### src/rtl/imem_loader.sv
// imem_loader: receives a framed little-endian byte stream (word count,
// payload words, checksum), writes the payload into instruction memory one
// word at a time and releases the core reset only after the checksum matches.
module imem_loader #(
  parameter int INSTR_MEM_WORDS = 256,
  parameter int ADDR_W          = 10
) (
  input  logic              clk,
  input  logic              areset_n,
  input  logic              s_valid,
  input  logic [7:0]        s_data,
  output logic              s_ready,
  input  logic              reload,
  output logic              mem_we,
  output logic [ADDR_W-1:0] mem_addr,
  output logic [31:0]       mem_wdata,
  output logic              core_rst_n,
  output logic              load_done,
  output logic              load_err
);

  // Word index width: byte address minus the two always-zero lane bits.
  localparam int IDX_W = ADDR_W - 2;

  typedef enum logic [2:0] {
    ST_HDR,
    ST_DATA,
    ST_CSUM,
    ST_DONE,
    ST_ERR
  } state_t;

  state_t            r_state;
  logic [1:0]        r_byte_cnt;
  logic [23:0]       r_asm;
  logic [IDX_W-1:0]  r_index;
  logic [IDX_W-1:0]  r_last;
  logic [31:0]       r_sum;
  logic              r_s_ready;
  logic              r_mem_we;
  logic [ADDR_W-1:0] r_mem_addr;
  logic [31:0]       r_mem_wdata;
  logic              r_core_rst_n;
  logic              r_load_done;
  logic              r_load_err;

  logic              w_accept;
  logic              w_last_byte;
  logic [31:0]       w_field;
  logic              w_count_bad;

  // The byte being accepted completes the field when it lands in lane 3, so
  // the full 32-bit value is the new byte on top of the three held lanes.
  assign w_accept    = s_valid && r_s_ready;
  assign w_last_byte = (r_byte_cnt == 2'd3);
  assign w_field     = {s_data, r_asm};
  assign w_count_bad = (w_field == 32'd0) || (w_field > 32'(INSTR_MEM_WORDS));

  // Frame FSM: lane assembly, word writes, checksum and all registered outputs.
  always_ff @(posedge clk or negedge areset_n) begin
    if (!areset_n) begin
      r_state      <= ST_HDR;
      r_byte_cnt   <= 2'd0;
      r_asm        <= 24'd0;
      r_index      <= '0;
      r_last       <= '0;
      r_sum        <= 32'd0;
      r_s_ready    <= 1'b0;
      r_mem_we     <= 1'b0;
      r_mem_addr   <= '0;
      r_mem_wdata  <= 32'd0;
      r_core_rst_n <= 1'b0;
      r_load_done  <= 1'b0;
      r_load_err   <= 1'b0;
    end else begin
      r_mem_we <= 1'b0;
      // Loading states accept bytes; this also raises s_ready right after reset.
      if (r_state != ST_DONE && r_state != ST_ERR) begin
        r_s_ready <= 1'b1;
      end

      if (reload) begin
        // Restart from the header; any byte offered this cycle is dropped.
        r_state      <= ST_HDR;
        r_byte_cnt   <= 2'd0;
        r_asm        <= 24'd0;
        r_index      <= '0;
        r_last       <= '0;
        r_sum        <= 32'd0;
        r_s_ready    <= 1'b1;
        r_core_rst_n <= 1'b0;
        r_load_done  <= 1'b0;
        r_load_err   <= 1'b0;
      end else if (w_accept) begin
        r_byte_cnt <= r_byte_cnt + 2'd1;
        if (!w_last_byte) begin
          case (r_byte_cnt)
            2'd0:    r_asm[7:0]   <= s_data;
            2'd1:    r_asm[15:8]  <= s_data;
            default: r_asm[23:16] <= s_data;
          endcase
        end else begin
          case (r_state)
            ST_HDR: begin
              if (w_count_bad) begin
                r_state    <= ST_ERR;
                r_s_ready  <= 1'b0;
                r_load_err <= 1'b1;
              end else begin
                r_state <= ST_DATA;
                r_index <= '0;
                r_sum   <= 32'd0;
                r_last  <= IDX_W'(w_field - 32'd1);
              end
            end
            ST_DATA: begin
              r_mem_we    <= 1'b1;
              r_mem_addr  <= {r_index, 2'b00};
              r_mem_wdata <= w_field;
              r_sum       <= r_sum + w_field;
              r_index     <= r_index + IDX_W'(1);
              if (r_index == r_last) begin
                r_state <= ST_CSUM;
              end
            end
            ST_CSUM: begin
              r_s_ready <= 1'b0;
              if (w_field == r_sum) begin
                r_state      <= ST_DONE;
                r_load_done  <= 1'b1;
                r_core_rst_n <= 1'b1;
              end else begin
                r_state    <= ST_ERR;
                r_load_err <= 1'b1;
              end
            end
            default: ;
          endcase
        end
      end
    end
  end

  assign s_ready    = r_s_ready;
  assign mem_we     = r_mem_we;
  assign mem_addr   = r_mem_addr;
  assign mem_wdata  = r_mem_wdata;
  assign core_rst_n = r_core_rst_n;
  assign load_done  = r_load_done;
  assign load_err   = r_load_err;

endmodule

### config.mk
export PLATFORM = sky130hd
export DESIGN_NAME = imem_loader
export DESIGN_NICKNAME = d
export VERILOG_FILES = /design/src/rtl/imem_loader.sv
export SDC_FILE = /design/constraint.sdc
export NUM_CORES = 1
export LEC_CHECK = 0
export BUFFER_PORTS_ARGS = -buffer_cell sky130_fd_sc_hd__buf_2
export CAP_MARGIN = 20
export CORE_ASPECT_RATIO = 0.8
export CORE_MARGIN = 4
export CORE_UTILIZATION = 45
export DETAILED_ROUTE_END_ITERATION = 8
export PLACE_DENSITY_LB_ADDON = 0.12
export SLEW_MARGIN = 20
export SYNTH_ARGS = -nofsm -noshare
export SYNTH_HDL_FRONTEND = slang
export SYNTH_SLANG_ARGS = --single-unit
### constraint.sdc
create_clock -name clk -period 8.81 [get_ports clk]
set_clock_uncertainty 0.2 [all_clocks]
set_input_delay 1.762 -clock clk [delete_from_list [all_inputs] [get_ports clk]]
set_output_delay 1.762 -clock clk [all_outputs]
set_load 0.01 [all_outputs]
==> run summary <==
======================================================================================================
Number of enable flip-flop cells after synthesis                                                     0
Vias after detailed routing                                                                      5,775
Number of sinks on the clock net                                                                   121
Half-perimeter wire length of the detailed placement result                                  12,600 um
Share of cell area taken by muxes after synthesis                                              0.00309
Maximum net fanout on the critical path                                                             22
Remaining global-route overflow                                                                      0
Part of the total power dissipated in sequential elements                                        0.427
Fraction of the mapped netlist area in adder cells                                              0.0702
Compound-Gate Fraction of Synth Area                                                             0.172
Main flop type after synthesis                                                            sky130_fd_sc_hd__dfrtp_1
Synth Cell Area                                                                            0.00688 mm2
Element type at the critical path start                                                     input port
Fill cells                                                                                       1,418
Count of endpoints failing hold in the final timing report                                           0
Area share of the leading cell type in the synthesized netlist                                   0.440
Standard cell with the maximum stage delay on the critical path                           sky130_fd_sc_hd__or4b_1
Leading cell types by count after synthesis                                               sky130_fd_sc_hd__nand2_1, sky130_fd_sc_hd__dfrtp_1, sky130_fd_sc_hd__o21ai_0
Cell Int Power                                                                                 1.04 mW
H-tree Lvls                                                                                          4
# setup viols final                                                                                  0
Fraction of the mapped netlist area in simple logic gates                                        0.215
Floorplan row count                                                                                 40
Highest ir drop seen on vdd                                                                     140 uV
CTS max path bufs                                                                                    2
Iter 0 DRT Violations                                                                              511
Antenna violations before repair                                                                     0
Starting density of the core                                                                     0.458
Count of pins on the block boundary                                                                 59
Total routing usage reported by global routing                                                   0.210
Hold-fix buffers, CTS                                                                                0
Setup repair bufs after CTS                                                                          0
Switching component of the power                                                              0.368 mW
Sum of negative setup slack                                                                       0 ns
Max-slew headroom at the worst pin                                                               0.348
Die Area                                                                                    0.0173 mm2
Count of different cell masters after synthesis                                                     63
Slew Viols, Final                                                                                    0
Sw Ratio                                                                                         0.261
Highest clock frequency the design can meet                                                    240 MHz
Sum of internal, switching and leakage power                                                   1.41 mW
Drt wl/cell                                                                                    17.0 um
Gate power share                                                                                 0.096
ANT nets after route                                                                                 0
Final critical delay including setup and external delays                                       4.17 ns
Share of power burned in the clock network                                                       0.477
Placer Congestion                                                                                0.956
Run status                                                                                   completed
Cell types with the largest area share after synthesis                                    sky130_fd_sc_hd__dfrtp_1, sky130_fd_sc_hd__nand2_1, sky130_fd_sc_hd__ha_1
Number of gates resized after CTS                                                                    0
Gate Count Post-Synth                                                                              808
Number of antenna cells inserted                                                                     0
Worst path required time                                                                       8.91 ns
Most frequently used cell type in the post-synthesis netlist                              sky130_fd_sc_hd__nand2_1
Total Nets Final                                                                                   886
Cell Chain, Critical Path                                                                 buf_2, nor4_1, nand4_1, nor3_2, or2_1, a31oi_4, buf_4, or4b_1, o211a_1
Worst Hold Margin                                                                             0.266 ns
Asr flop ratio synth                                                                              1.00
Worst min-delay path class                                                                register to register
Via count of the first global-routing pass                                                       5,623
Synthesis-to-layout area growth                                                                  13.4%
Post-synthesis share of cell area spent on xor and xnor gates                                   0.0585
Post-synth top area cell                                                                  sky130_fd_sc_hd__dfrtp_1
Share of the clock period used by the worst path after layout                                    0.473
Highest cell delay on the worst timing path                                                    0.52 ns
Pleak                                                                                          3.93 nW
Clock transition at the register clock pins on the worst setup and hold paths after CTS        0.05 ns
Fraction of the yosys area taken by sequential cells                                             0.440
Mapped Avg Cell Area                                                                          8.52 um2
CP endpoint kind                                                                              register
Number of port buffers                                                                              56
DRC                                                                                                  0
Total routed wirelength                                                                      17,600 um
Area inside the core boundary                                                               0.0150 mm2
Combinational family with the most area after synthesis                                   simple AND/OR/NAND/NOR gates
Maxcap violations                                                                                    0
Setup CP Type                                                                             input port to register
Largest net degree at the start of global routing                                                   79
Skew-Pair Late Insertion Delay                                                                 0.41 ns
CTS Root Cell                                                                             sky130_fd_sc_hd__clkbuf_16
Pin slew with the least headroom to its limit                                                 0.979 ns
Power per cell area                                                                         180 mW/mm2
Register bit count reported by yosys                                                               121
Count of yosys warnings during synthesis                                                             0
Horizontal extent of the die                                                                    146 um
Clock tree from TritonCTS                                                                          yes
Number of iterations in the first detailed-routing pass                                              7
RSZ-0062 raised after global routing                                                                no
Global-route wire length before repair                                                       29,600 um
Share of cells above drive strength 1                                                            0.127
Arrival @ worst endpoint                                                                       4.26 ns
Vias per cell                                                                                     5.56
Number of buffers created by CTS                                                                    17
Vertical die dimension                                                                          119 um
======================================================================================================
==> cell families (layout without fill, tap and decap cells) <==
family	after synthesis	count (layout)
and+or+nand+nor	341	341
buffers and inverters	68	108
adders and majority gates	38	38
other	1	2
DFF	121	121
xor gates and xnor gates	46	46
muxes	2	2
AOI/OAI and AO/OA	191	191
==> area by class of cell <==
| cell class | instances | area [um2] | area share |
|---|---|---|---|
| multi-input combinational | 620 | 3590 | 0.461 |
| sequential | 121 | 3030 | 0.388 |
| clock buffer | 18 | 439 | 0.0563 |
| timing repair buffer | 60 | 313 | 0.0401 |
| tap | 189 | 236 | 0.0303 |
| clock inverter | 14 | 131 | 0.0168 |
| inverter | 16 | 60.1 | 0.00770 |
==> power by group through the flow <==
stage	combinational, mW	clock, mW	sequential, mW
after floorplan	0.0952	0	0.598
after global placement	0.132	0	0.611
after detailed placement	0.135	0	0.610
after CTS	0.135	0.684	0.600
after global routing	0.153	0.712	0.603
final	0.135	0.672	0.601
==> per-stage QoR <==
stage / setup slack (ns) / cell area, um2 / util / cells
after floorplan: 4.81 / 6890 / - / 809
after global placement: 4.34 / 7230 / 0.481 / 1006
after detailed placement: 4.22 / 7230 / 0.481 / 1006
after CTS: 4.67 / 7800 / 0.519 / 1038
after global routing: 4.50 / 7800 / 0.520 / 1038
final: 4.64 / 7800 / 0.520 / 1038
==> flip-flops by register name (all words and copies together) (netlist names) <==
name / flops
mem_addr: 8
r_state: 3
load_err: 1
load_done: 1
r_last: 8
mem_we: 1
r_asm: 24
r_byte_cnt: 2
r_index: 8
r_sum: 32
mem_wdata: 32
s_ready: 1
==> critical path, delay by kind of cell <==
kind | cells | cell delay, ns
AND/OR/NAND/NOR | 5 | 1.60
buffers and inverters | 2 | 0.50
AO/OA/AOI/OAI | 2 | 0.39
==> layer usage <==
| layer | routed length [um] | share of wire | global-route usage |
|---|---|---|---|
| met1 | 8790 | 0.50 | 0.319 |
| met2 | 7520 | 0.43 | 0.308 |
| met3 | 1170 | 0.066 | 0.0452 |
| met4 | 154 | 0.0087 | 0.0499 |
| met5 | 0 | 0 | 0 |
==> cell usage in the layout (no fill, tap or decap), drive strengths merged, types with 11 or more instances in the layout <==
cell    netlist  routed
nor3         11      11
a21o         12      12
buf          11      60
xor2         28      28
inv          16      16
ha           37      37
nand3        15      15
nand2b       12      12
nand2       217     217
dfrtp       121     121
o31ai        11      11
xnor2        18      18
a21oi        42      42
o21ai        81      81
nor2         40      40
nor4         19      19
clkbuf       41      18
==> path summary, 6_finish.rpt <==
check | from | to | slack (ns) | cells past startpoint
worst max-delay path | s_data[7] | r_sum[31]$_DFFE_PN0P_ | 4.64 | 9
worst min-delay path | mem_wdata[7]$_DFFE_PN0P_ | mem_wdata[7]$_DFFE_PN0P_ | 0.27 | 2
worst max register to register | r_asm[2]$_DFFE_PN0P_ | r_sum[28]$_DFFE_PN0P_ | 5.28 | 10
worst min register to register | mem_wdata[7]$_DFFE_PN0P_ | mem_wdata[7]$_DFFE_PN0P_ | 0.27 | 2
max in group asynchronous | areset_n | mem_wdata[25]$_DFFE_PN0P_ | 5.88 | 2
min in group asynchronous | areset_n | mem_addr[4]$_DFFE_PN0P_ | 1.14 | 1
No activity file was read; power rests on OpenSTA's default activity.
